### src/rtl/h_u_serial_rsb12_if.sv
// Operand/result handshake bundle for the bit-serial subtractor.
// The master supplies operands and result acceptance; the slave returns the difference.
interface h_u_serial_rsb12_if #(parameter int N = 12);
  logic         in_valid;
  logic         in_ready;
  logic [N-1:0] a;
  logic [N-1:0] b;
  logic         out_valid;
  logic         out_ready;
  logic [N:0]   out;

  modport master (
    output in_valid, a, b, out_ready,
    input  in_ready, out_valid, out
  );

  modport slave (
    input  in_valid, a, b, out_ready,
    output in_ready, out_valid, out
  );
endinterface

### src/rtl/h_u_serial_rsb12.sv
// Bit-serial unsigned subtractor: one full-subtractor cell, LSB first, N RUN cycles per pair.
// Result {borrow, a-b mod 2^N} is held in DONE until out_ready; no new operands accepted meanwhile.
module h_u_serial_rsb12 #(
  parameter int N = 12
) (
  input logic               clk,
  input logic               rst_n,
  h_u_serial_rsb12_if.slave bus
);

  localparam int             CW   = $clog2(N + 1);
  localparam logic [CW-1:0]  LAST = CW'(N - 1);

  typedef enum logic [1:0] {
    IDLE = 2'd0,
    RUN  = 2'd1,
    DONE = 2'd2
  } state_t;

  state_t        r_state;
  state_t        w_state_nxt;
  logic [N-1:0]  r_sa;
  logic [N-1:0]  r_sb;
  logic [N-1:0]  r_sd;
  logic          r_bw;
  logic [CW-1:0] r_cnt;
  logic [N:0]    r_out;

  logic          w_x;
  logic          w_y;
  logic          w_d;
  logic          w_bw_nxt;
  logic [N-1:0]  w_sd_nxt;
  logic          w_accept;
  logic          w_last;
  logic          w_in_ready;
  logic          w_out_valid;

  assign w_x      = r_sa[0];
  assign w_y      = r_sb[0];
  assign w_d      = w_x ^ w_y ^ r_bw;
  assign w_bw_nxt = (~w_x & w_y) | (~(w_x ^ w_y) & r_bw);
  // Shift-in at the MSB written without a part-select so N = 1 stays legal.
  assign w_sd_nxt = (r_sd >> 1) | (N'(w_d) << (N - 1));
  assign w_accept = (r_state == IDLE) && bus.in_valid;
  assign w_last   = (r_state == RUN) && (r_cnt == LAST);

  always_ff @(posedge clk or negedge rst_n) begin
    if (!rst_n) begin
      r_state <= IDLE;
    end else begin
      r_state <= w_state_nxt;
    end
  end

  always_comb begin
    w_state_nxt = r_state;
    case (r_state)
      IDLE:    if (bus.in_valid)  w_state_nxt = RUN;
      RUN:     if (w_last)        w_state_nxt = DONE;
      DONE:    if (bus.out_ready) w_state_nxt = IDLE;
      default:                    w_state_nxt = IDLE;
    endcase
  end

  always_comb begin
    w_in_ready  = 1'b0;
    w_out_valid = 1'b0;
    case (r_state)
      IDLE:    w_in_ready  = 1'b1;
      DONE:    w_out_valid = 1'b1;
      default: ;
    endcase
  end

  // The result register updates only on the final RUN edge, so out holds outside DONE.
  always_ff @(posedge clk or negedge rst_n) begin
    if (!rst_n) begin
      r_sa  <= '0;
      r_sb  <= '0;
      r_sd  <= '0;
      r_bw  <= 1'b0;
      r_cnt <= '0;
      r_out <= '0;
    end else if (w_accept) begin
      r_sa  <= bus.a;
      r_sb  <= bus.b;
      r_sd  <= '0;
      r_bw  <= 1'b0;
      r_cnt <= '0;
    end else if (r_state == RUN) begin
      r_sa  <= r_sa >> 1;
      r_sb  <= r_sb >> 1;
      r_sd  <= w_sd_nxt;
      r_bw  <= w_bw_nxt;
      r_cnt <= r_cnt + 1'b1;
      if (w_last) begin
        r_out <= {w_bw_nxt, w_sd_nxt};
      end
    end
  end

  assign bus.in_ready  = w_in_ready;
  assign bus.out_valid = w_out_valid;
  assign bus.out       = r_out;

endmodule

### src/flat_wrapper.sv
// flat-port wrapper written by rule: the top's interface ports become plain ports
module h_u_serial_rsb12_flat 
#(
  parameter int N = 12
)
  (clk, rst_n, bus_in_valid, bus_a, bus_b, bus_out_ready, bus_in_ready, bus_out_valid, bus_out);
  h_u_serial_rsb12_if #(.N(N)) bus_i ();
  input logic clk;
  input logic rst_n;
  input wire logic [$bits(bus_i.in_valid)-1:0] bus_in_valid;
  input wire logic [$bits(bus_i.a)-1:0] bus_a;
  input wire logic [$bits(bus_i.b)-1:0] bus_b;
  input wire logic [$bits(bus_i.out_ready)-1:0] bus_out_ready;
  output wire logic [$bits(bus_i.in_ready)-1:0] bus_in_ready;
  output wire logic [$bits(bus_i.out_valid)-1:0] bus_out_valid;
  output wire logic [$bits(bus_i.out)-1:0] bus_out;
  assign bus_i.in_valid = bus_in_valid;
  assign bus_i.a = bus_a;
  assign bus_i.b = bus_b;
  assign bus_i.out_ready = bus_out_ready;
  assign bus_in_ready = bus_i.in_ready;
  assign bus_out_valid = bus_i.out_valid;
  assign bus_out = bus_i.out;
  h_u_serial_rsb12 #(.N(N)) u_core (.clk(clk), .rst_n(rst_n), .bus(bus_i));
endmodule
### config.mk
export PLATFORM = sky130hd
export DESIGN_NAME = h_u_serial_rsb12_flat
export DESIGN_NICKNAME = d
export VERILOG_FILES = /design/src/rtl/h_u_serial_rsb12_if.sv /design/src/rtl/h_u_serial_rsb12.sv /design/src/flat_wrapper.sv
export SDC_FILE = /design/constraint.sdc
export NUM_CORES = 1
export LEC_CHECK = 0
export CAP_MARGIN = 20
export CORE_MARGIN = 8
export CORE_UTILIZATION = 56
export DETAILED_ROUTE_END_ITERATION = 6
export DONT_BUFFER_PORTS = 1
export PLACE_DENSITY = 0.73
export SLEW_MARGIN = 20
export SYNTH_ARGS = -nofsm -noshare
export SYNTH_HDL_FRONTEND = slang
export SYNTH_SLANG_ARGS = --single-unit
### constraint.sdc
create_clock -name clk -period 1.6 [get_ports clk]
set_clock_uncertainty 0.15 [all_clocks]
set_input_delay 0.08 -clock clk [delete_from_list [all_inputs] [get_ports clk]]
set_output_delay 0.08 -clock clk [all_outputs]
set_load 0.005 [all_outputs]
==> impl_metrics.py, run 1 <==
metrics = {
    "clock_network": {
        "cts_tree": "yes",
        "cts_sinks": 55,
        "clockRootBuffer": "clkbuf_8",
        "cts_buffers": 5,
        "clkTransAtPathRegs_ns": 0.09,
        "clockBufferDepth": 2,
        "ctsHtreeMaxLevel": 2,
        "worstSkewPairLatency_ns": 0.31,
    },
    "route": {
        "drc": 0,
        "vias": 1721,
        "drt_wl_total_mm": 5.04,
        "ant_nets": 0,
        "first_iter_violations": 90,
        "via_per_inst": 5.66,
        "wl_per_cell_um": 16.6,
        "drtPass1Iterations": 4,
    },
    "floorplan": {
        "core-area_um2": 3970,
        "io_pins": 43,
        "rows": 23,
        "initial_core_util_pct": 57.8,
        "die_w_um": 80.0,
        "die_h_um": 80.0,
        "dieArea_um2": 6400,
    },
    "global_routing": {
        "grt_pass1_vias": 1849,
        "antenna_found_initial": 0,
        "grt_usage_pct": 17.2,
        "grt_overflow": 0,
        "grt_pass1_wl_mm": 8.80,
        "grt_max_degree": 56,
    },
    "worst_setup_path": {
        "path_buf_inv": 1,
        "cp_slowest_cell": "dfrtp_1",
        "crit_arrival_ns": 1.73,
        "critPathTopFamily": "flip-flops",
        "slowest_delay_ns": 0.41,
        "required_ns": 1.64,
        "reg2reg_setup_slack_ns": -0.09,
        "path_class": "reg2reg",
        "critPathLaunch": "u_core.r_cnt[1]$_DFFE_PN0P_",
        "crit_path_cell_trace": "ha_4, nand3b_4, nor3b_4, buf_6, mux2_4",
        "crit_path_start_kind": "flop",
        "r2r_start": "u_core.r_cnt[1]$_DFFE_PN0P_",
        "critPathMaxFanout": 8,
        "cp-end-kind": "flop",
    },
    "power_and_ir_drop": {
        "p_seq_share_pct": 47.6,
        "power.share.clock_pct": 18.1,
        "p_total_mw": 5.12,
        "pwr-share-comb_pct": 34.3,
        "intPower_mw": 3.35,
        "p_switching_mw": 1.77,
        "ir_worst_vdd_v": 0.00126,
        "power_leakage_nw": 1.45,
        "switching_share_pct": 34.5,
        "p_per_area_nw_per_um2": 1750,
    },
    "layout": {
        "diodes": 0,
        "seq_area_um2": 1380,
        "nets": 283,
        "drive_above_1_share_pct": 17.7,
        "nFillCells": 277,
        "multi_input_area_um2": 910,
        "syn2layout_area_growth_pct": 27.5,
    },
    "placed_design": {
        "numPortBuffers": 0,
        "gp_congestion": 0.775,
        "preCtsSetupSlack_ns": -0.0758,
        "hpwl_mm": 3.19,
    },
    "min_path": {
        "min_path_type": "in2reg",
        "min_from": "bus_in_valid",
    },
    "yosys": {
        "postSynthAreaPerCell_um2": 10.6,
        "synth_cell_types": 25,
        "ys_top_cells_by_area": "dfrtp_1, nand2_1, a22oi_1",
        "yosys_warnings": 0,
        "synthesis.nets": 246,
        "synth.top_cell.area_share_pct": 60.0,
        "ys_seq_area_share_pct": 60.0,
        "postSynthCellCount": 216,
        "synth-seq-cells": 55,
        "yosysTopAreaCell": "dfrtp_1",
        "syn_area_um2": 2290,
    },
    "run_status": {
        "violations": "negative setup slack",
        "outcome": "complete, but fails checks",
    },
    "timing": {
        "final.min_clock_period_ns": 1.69,
        "finalCritPeriodShare_pct": 106,
        "finalSetupViolations": 12,
        "slew_viol_final": 0,
        "fin_ws_ns": -0.0896,
        "relSlewSlack_pct": 78.8,
        "fmax_ghz": 0.592,
        "finalHoldViolCount": 0,
        "rsz0062_at_grt": "yes",
        "tightest_slew_ns": 0.317,
    },
    "run": {
        "maxCapViolCount": 0,
    },
}
stage by stage:
step	cells	area (um^2)	utilization [%]	TNS [ns]	hold WS (ns)
after global routing	304	2920	73.6	-1.44	0.0244
after global placement	265	2450	61.7	-0.230	-0.363
final	304	2920	73.6	-0.872	0.0162
after CTS	304	2920	73.5	-0.643	0.00370
after detailed placement	265	2450	61.7	-0.782	-0.364
after floorplan	216	2340	-	-0.768	-0.366
power by group through the flow:
stage | sequential [mW] | clock (mW) | combinational, mW
final | 2.44 | 0.926 | 1.76
after global routing | 2.52 | 1.01 | 1.98
after CTS | 2.44 | 0.943 | 1.75
after detailed placement | 2.46 | 0 | 1.55
after global placement | 2.41 | 0 | 1.47
after floorplan | 2.32 | 0 | 1.18
worst register-to-register path, stage by stage, from the launching register on:
cell and delay (ns):
dfrtp_1 0.41, ha_4 0.16, nand3b_4 0.10, nor3b_4 0.26, buf_6 0.20, mux2_4 0.31
cells by family after synthesis:
family | synth area share, %
flip-flops | 60.0
adder cells (fa/ha/maj) | 1.42
multiplexers | 6.76
AO/OA/AOI/OAI | 8.73
buffers and inverters | 3.33
AND/OR/NAND/NOR | 19.8
layout make-up:
| type | instances | area share (%) |
|---|---|---|
| repair buffers | 43 | 15.2 |
| inverters | 4 | 0.513 |
| well taps | 50 | 2.14 |
| clock buffers | 5 | 2.35 |
| multi-input cells | 144 | 31.1 |
| flip-flops and latches | 55 | 47.1 |
| clock inverters | 3 | 1.58 |
sequential cells by signal, indices dropped and copies added (netlist names):
name,flops
u_core.r_state,2
u_core.r_cnt,4
u_core.r_bw,1
u_core.bus.out,13
u_core.r_sd,11
u_core.r_sa,12
u_core.r_sb,12
metal layers:
| metal | part of all wire, % | vias up | global-route usage [%] |
|---|---|---|---|
| met4 | 1.4 | 0 | 5.45 |
| li1 | - | 796 | - |
| met2 | 54 | 41 | 29.6 |
| met1 | 40 | 877 | 20.1 |
| met5 | 0 | - | 0 |
| met3 | 5.3 | 7 | 5.18 |
cell usage after synthesis, drive strengths merged:
library cell,number
clkbuf,5
o21bai,1
nand3b,1
dfrtp,55
or2b,1
nand3,16
mux2,12
o21ai,4
and2b,1
nor2b,1
or3b,1
inv,4
fa,1
nor2,1
nand4,1
buf,8
nand2,74
nor3b,2
mux2i,2
a21o,1
ha,1
a22oi,22
and3b,1
worst paths after layout:
path                                                   to  cells after the start
min in group asynchronous   u_core.bus.out[6]$_DFFE_PN0P_                      2
hold reg to reg                u_core.r_sa[1]$_DFFE_PN0P_                      2
setup / recovery            u_core.bus.out[6]$_DFFE_PN0P_                      5
max in group asynchronous  u_core.bus.out[12]$_DFFE_PN0P_                      2
setup reg to reg            u_core.bus.out[6]$_DFFE_PN0P_                      5
hold / removal                u_core.r_sa[10]$_DFFE_PN0P_                      4
timing repair:
item,4_1_cts,5_1_grt
buffers inserted,4,0
hold buffers,27,0
setup endpoints to repair,16,13
resized for setup,9,1
endpoints found under the hold margin,80,0
pin swaps,1,1
cell usage in the layout, fill, tap and decap left out, types with 3 or more instances in the layout:
cell type,count
dfrtp_1,54
nand2_1,74
inv_1,4
a22oi_1,22
nand3_1,16
buf_6,3
o21ai_0,4
mux2_4,12
dlygate4sd3_1,26
buf_4,11
clkbuf_8,5
(Power assumes the default switching activity.)
==> run 2, diff against run 1 <==
--- a/config.mk
+++ b/config.mk
@@ -5,6 +5,7 @@
 export SDC_FILE = /design/constraint.sdc
 export NUM_CORES = 1
 export LEC_CHECK = 0
+export ABC_AREA = 1
 export CAP_MARGIN = 20
 export CORE_MARGIN = 8
 export CORE_UTILIZATION = 56
==> impl_metrics.py, run 2 <==
metrics = {
    "yosys": {
        "synth_compound_area_share_pct": 3.75,
        "async_flop_share_pct": 100,
        "syn_area_um2": 2400,
        "synth-seq-cells": 55,
        "synth_top_family_by_area": "simple AND/OR/NAND/NOR gates",
        "yosys.area_share.simple_pct": 31.1,
        "ys_seq_area_share_pct": 57.2,
        "yosysTopAreaCell": "dfrtp_1",
        "synthMuxAreaShare_pct": 0,
        "synth.top_cell.area_share_pct": 57.2,
        "postSynthCellCount": 275,
        "synth_edf_count": 0,
        "synth.most_common_cell": "nand2_1",
        "synth_common_cells": "nand2_1, dfrtp_1, nand3_1",
        "synthAdderAreaFrac_pct": 1.35,
        "yosys_warnings": 0,
        "synth_top_flop_cell": "dfrtp_1",
        "synthesis.nets": 305,
        "synth_xor_xnor_area_share_pct": 0,
        "synth_cell_types": 25,
        "ys_top_cells_by_area": "dfrtp_1, nand2_1, nand3_1",
        "postSynthAreaPerCell_um2": 8.74,
    },
    "layout": {
        "final_cell_mix": "nand2_1, dfrtp_1, dlygate4sd3_1",
        "mostFrequentLayoutCell": "nand2_1",
        "largest_register_ffs": 13,
        "final_util_pct": 66.2,
        "syn2layout_area_growth_pct": 16.5,
        "nets": 332,
        "drive_above_1_share_pct": 10.9,
        "diodes": 0,
    },
    "global_routing": {
        "antenna_found_initial": 0,
        "grt_pass1_vias": 1846,
        "grt_max_degree": 56,
        "grt_usage_pct": 16.5,
        "grt_pass1_wl_mm": 8.56,
        "grt_overflow": 0,
    },
    "clock_network": {
        "cts_buffers": 5,
        "clkTransAtPathRegs_ns": 0.09,
        "clockBufferDepth": 2,
        "ctsHtreeMaxLevel": 2,
        "cts_sinks": 55,
        "clockRootBuffer": "clkbuf_8",
        "post_cts.repair.setup_buffers": 0,
        "worstSkewPairLatency_ns": 0.30,
        "cts_tree": "yes",
    },
    "worst_setup_path": {
        "crit_path_start_kind": "flop",
        "crit_path_cell_trace": "ha_2, nand3_4, buf_4, o21ai_0, nand2_1",
        "crit_arrival_ns": 1.49,
        "critPathMaxFanout": 10,
        "critPathTopFamily": "flip-flops",
        "cp_slowest_cell": "dfrtp_1",
        "cp-end-kind": "flop",
        "required_ns": 1.65,
        "slowest_delay_ns": 0.40,
        "path_class": "reg2reg",
        "path_buf_inv": 1,
    },
    "placed_design": {
        "hpwl_mm": 3.12,
        "gp_congestion": 0.726,
        "preCtsSetupSlack_ns": 0.0913,
        "numPortBuffers": 0,
    },
    "route": {
        "drc": 0,
        "first_iter_violations": 106,
        "wl_per_cell_um": 14.1,
        "via_per_inst": 5.11,
        "drtPass1Iterations": 5,
        "vias": 1808,
        "ant_nets": 0,
        "drt_wl_total_mm": 4.97,
    },
    "timing": {
        "finalHoldViolCount": 0,
        "tightest_slew_ns": 0.294,
        "slew_viol_final": 0,
        "fmax_ghz": 0.693,
        "fin_ws_ns": 0.158,
        "finalCritPeriodShare_pct": 90.1,
        "finalSetupViolations": 0,
        "fin_tns_setup_ns": 0,
        "relSlewSlack_pct": 80.3,
        "rsz0062_at_grt": "no",
        "final.min_clock_period_ns": 1.44,
    },
    "floorplan": {
        "die_w_um": 81.5,
        "io_pins": 43,
        "core-area_um2": 4230,
        "rows": 24,
        "initial_core_util_pct": 56.8,
        "dieArea_um2": 6650,
        "die_h_um": 81.5,
    },
    "power_and_ir_drop": {
        "ir_worst_vdd_v": 0.000618,
        "p_per_area_nw_per_um2": 1670,
        "power_leakage_nw": 1.44,
    },
    "run": {
        "maxCapViolCount": 0,
    },
    "min_path": {
        "min_path_type": "in2reg",
    },
    "run_status": {
        "outcome": "complete, no violations",
    },
}
-- run 2: cell types whose count changed in the layout (fill, tap and decap cells not counted), moves of 3 or more --
cell	before	now
nand2_1	74	135
buf_4	11	4
o21ai_1	0	3
mux2_4	12	0
nand3_1	16	25
nand2_2	0	11
buf_6	3	0
o21ai_0	4	11
a22oi_1	22	0
inv_1	4	8
-- run 2: cells by family (layout without fill, tap and decap cells) --
group | count (synthesis) | after routing
fa+ha+maj | 2 | 2
flops | 55 | 55
buf+inv | 24 | 51
compound gates | 17 | 17
simple gates | 177 | 177
-- run 2: layout make-up --
class / count / area [um^2]
Fill cell: 326 / 1430
Sequential cell: 55 / 1380
Multi-Input combinational cell: 196 / 880
Timing Repair Buffer: 33 / 348
Clock buffer: 6 / 82.6
Tap cell: 52 / 65.1
Inverter: 11 / 46.3
Clock inverter: 1 / 5.00
-- run 2: path summary, 6_finish.rpt --
path / from / to / slack (ns) / depth (start not counted)
max in group asynchronous: rst_n / u_core.r_sb[11]$_DFFE_PN0P_ / 0.92 / 2
worst max-delay path: u_core.r_cnt[1]$_DFFE_PN0P_ / u_core.bus.out[8]$_DFFE_PN0P_ / 0.16 / 5
worst min-delay path: bus_in_valid / u_core.r_sd[10]$_DFFE_PN0P_ / 0.008 / 4
worst max register to register: u_core.r_cnt[1]$_DFFE_PN0P_ / u_core.bus.out[8]$_DFFE_PN0P_ / 0.16 / 5
worst min register to register: u_core.r_sd[1]$_DFFE_PN0P_ / u_core.r_sd[1]$_DFFE_PN0P_ / 0.34 / 2
min in group asynchronous: rst_n / u_core.r_sd[7]$_DFFE_PN0P_ / 0.14 / 2
-- run 2: report_power, final --
part	total, mW	switching [mW]	internal, mW
clock	0.755	0.415	0.340
combinational	1.55	0.940	0.614
sequential	2.38	0.422	1.96
-- run 2: timing repair --
action / 4_1_cts / 5_1_grt
endpoints found under the setup margin: 0 / 29
hold buffers: 28 / 0
hold endpoints to repair: 83 / 0
gates resized for setup: 0 / 5
-- run 2: stage by stage --
stage	total power, mW	instance area [um^2]	std cells	hold slack [ns]
after floorplan	3.56	2400	275	-0.366
after global placement	3.79	2400	319	-0.364
after detailed placement	3.85	2400	319	-0.364
after CTS	4.70	2790	354	0.00341
after global routing	5.12	2800	354	0.00455
final	4.69	2800	354	0.00755
-- run 2: layer usage --
layer	part of all wire (%)	track usage [%]
met1	45	21.2
met2	48	26.2
met3	6.0	5.69
met4	0.54	4.29
met5	0	0
-- run 2: worst min-delay path: cells and delay by family --
kind,cells,cell delay [ns]
AOI/OAI and AO/OA,1,0.04
buffers and inverters,1,0.19
and+or+nand+nor,2,0.11
==> run 3, diff against run 2 <==
--- a/config.mk
+++ b/config.mk
@@ -12,6 +12,7 @@
 export DETAILED_ROUTE_END_ITERATION = 6
 export DONT_BUFFER_PORTS = 1
 export PLACE_DENSITY = 0.73
+export RECOVER_POWER = 50
 export SLEW_MARGIN = 20
 export SYNTH_ARGS = -nofsm -noshare
 export SYNTH_HDL_FRONTEND = slang
==> impl_metrics.py, run 3 (synthesis results as in run 2) <==
metrics = {
    "global_routing": {
        "grt_overflow": 0,
        "grt_pass1_wl_mm": 8.56,
        "antenna_found_initial": 0,
        "grt_usage_pct": 16.5,
        "grt_pass1_vias": 1846,
        "grt_max_degree": 56,
    },
    "route": {
        "vias": 1816,
        "met2_length_mm": 2.41,
        "drc": 0,
        "ant_nets": 0,
        "drtPass1Iterations": 4,
        "wl_met3_um": 298,
        "first_iter_violations": 103,
        "wl_per_cell_um": 14.0,
        "via_per_inst": 5.13,
        "drt_wl_total_mm": 4.96,
        "wl_met1_mm": 2.22,
        "highest_layer": "met4",
    },
    "min_path": {
        "min_path_type": "in2reg",
        "whs_path_depth": 4,
    },
    "clock_network": {
        "clkTransAtPathRegs_ns": 0.09,
        "clockBufferDepth": 2,
        "cts_tree": "yes",
        "cts_buffers": 5,
        "worstSkewPairLatency_ns": 0.30,
        "ctsHtreeMaxLevel": 2,
        "clockRootBuffer": "clkbuf_8",
        "cts_sinks": 55,
    },
    "layout": {
        "largest_register_ffs": 13,
        "final_cell_mix": "nand2_1, dfrtp_1, dlygate4sd3_1",
        "mostFrequentLayoutCell": "nand2_1",
        "final_util_pct": 65.7,
        "syn2layout_area_growth_pct": 15.7,
        "nets": 332,
        "drive_above_1_share_pct": 10.9,
        "fin_area_um2": 2780,
        "diodes": 0,
    },
    "worst_setup_path": {
        "crit_path_cell_trace": "ha_2, nand3_4, buf_4, o21ai_0, nand2_1",
        "slowest_delay_ns": 0.40,
        "crit_path_start_kind": "flop",
        "path_class": "reg2reg",
        "cp-end-kind": "flop",
        "crit_arrival_ns": 1.49,
        "cp_slowest_cell": "dfrtp_1",
        "reg2regPathDepth": 5,
        "critPathMaxFanout": 10,
        "required_ns": 1.65,
    },
    "timing": {
        "finalHoldViolCount": 0,
        "finalSetupViolations": 0,
        "slew_viol_final": 0,
        "holdWs_ns": 0.00807,
        "tightest_slew_ns": 0.723,
        "finalCritPeriodShare_pct": 90.2,
        "fin_tns_setup_ns": 0,
        "fmax_ghz": 0.693,
        "rsz0062_at_grt": "no",
        "relSlewSlack_pct": 51.8,
        "final.min_clock_period_ns": 1.44,
    },
    "placed_design": {
        "numPortBuffers": 0,
        "gp_congestion": 0.726,
        "place_area_um2": 2400,
        "hpwl_mm": 3.12,
    },
    "floorplan": {
        "core-area_um2": 4230,
        "dieArea_um2": 6650,
        "die_w_um": 81.5,
        "die_h_um": 81.5,
        "rows": 24,
        "io_pins": 43,
        "initial_core_util_pct": 56.8,
    },
    "power_and_ir_drop": {
        "p_per_area_nw_per_um2": 1680,
        "p_total_mw": 4.67,
        "ir_worst_vdd_v": 0.000617,
        "power_leakage_nw": 1.43,
    },
    "run": {
        "maxCapViolCount": 0,
    },
    "run_status": {
        "outcome": "complete, no violations",
    },
}
[run 3: cell count changes in the layout (fill, tap and decap cells not counted)]
cell / before / now
buf_16: 1 / 0
clkbuf_4: 0 / 1
[run 3: path summary, 6_finish.rpt]
path / startpoint / endpoint / slack (ns)
max: u_core.r_cnt[1]$_DFFE_PN0P_ / u_core.bus.out[8]$_DFFE_PN0P_ / 0.16
min: bus_in_valid / u_core.r_sd[10]$_DFFE_PN0P_ / 0.008
max reg2reg: u_core.r_cnt[1]$_DFFE_PN0P_ / u_core.bus.out[8]$_DFFE_PN0P_ / 0.16
min reg2reg: u_core.r_sd[1]$_DFFE_PN0P_ / u_core.r_sd[1]$_DFFE_PN0P_ / 0.34
max in group asynchronous: rst_n / u_core.r_sa[9]$_DFFE_PN0P_ / 0.57
min in group asynchronous: rst_n / u_core.r_sd[7]$_DFFE_PN0P_ / 0.26
[run 3: per-layer routing]
layer / global-route usage (%) / vias up
met2: 26.2 / 35
met1: 21.2 / 874
met3: 5.69 / 4
met5: 0 / -
li1: - / 903
met4: 4.29 / 0
[run 3: report_power, final]
part / switching, mW / leakage (nW) / internal [mW]
registers: 0.422 / 0.717 / 1.96
clock network: 0.411 / 0.0470 / 0.340
logic: 0.936 / 0.669 / 0.608
[run 3: stage by stage]
step,setup WS [ns],instances
detailed placement,0.0913,319
finish,0.157,354
floorplan,0.255,275
global route,0.0394,354
CTS,0.0687,354
global placement,0.160,319
[run 3: layout make-up]
type / instances / area (um^2)
clock inverter: 1 / 5.00
tap: 52 / 65.1
multi-input combinational: 196 / 880
sequential: 55 / 1380
fill: 328 / 1450
clock buffer: 6 / 82.6
timing repair buffer: 33 / 328
inverter: 11 / 46.3
[run 3: worst max-delay path, delay by kind of cell (launching register included)]
family                   cells  cell delay (ns)
flip-flops                   1             0.40
buffers and inverters        1             0.20
AO/OA/AOI/OAI                1             0.16
AND/OR/NAND/NOR              2             0.19
adder cells (fa/ha/maj)      1             0.23
[run 3: what timing repair did]
| action | CTS | global route |
|---|---|---|
| buffers inserted | 0 | 0 |
| endpoints found under the setup margin | 0 | 29 |
| hold buffers | 28 | 0 |
| gates resized for setup | 0 | 5 |
| endpoints found under the hold margin | 83 | 0 |
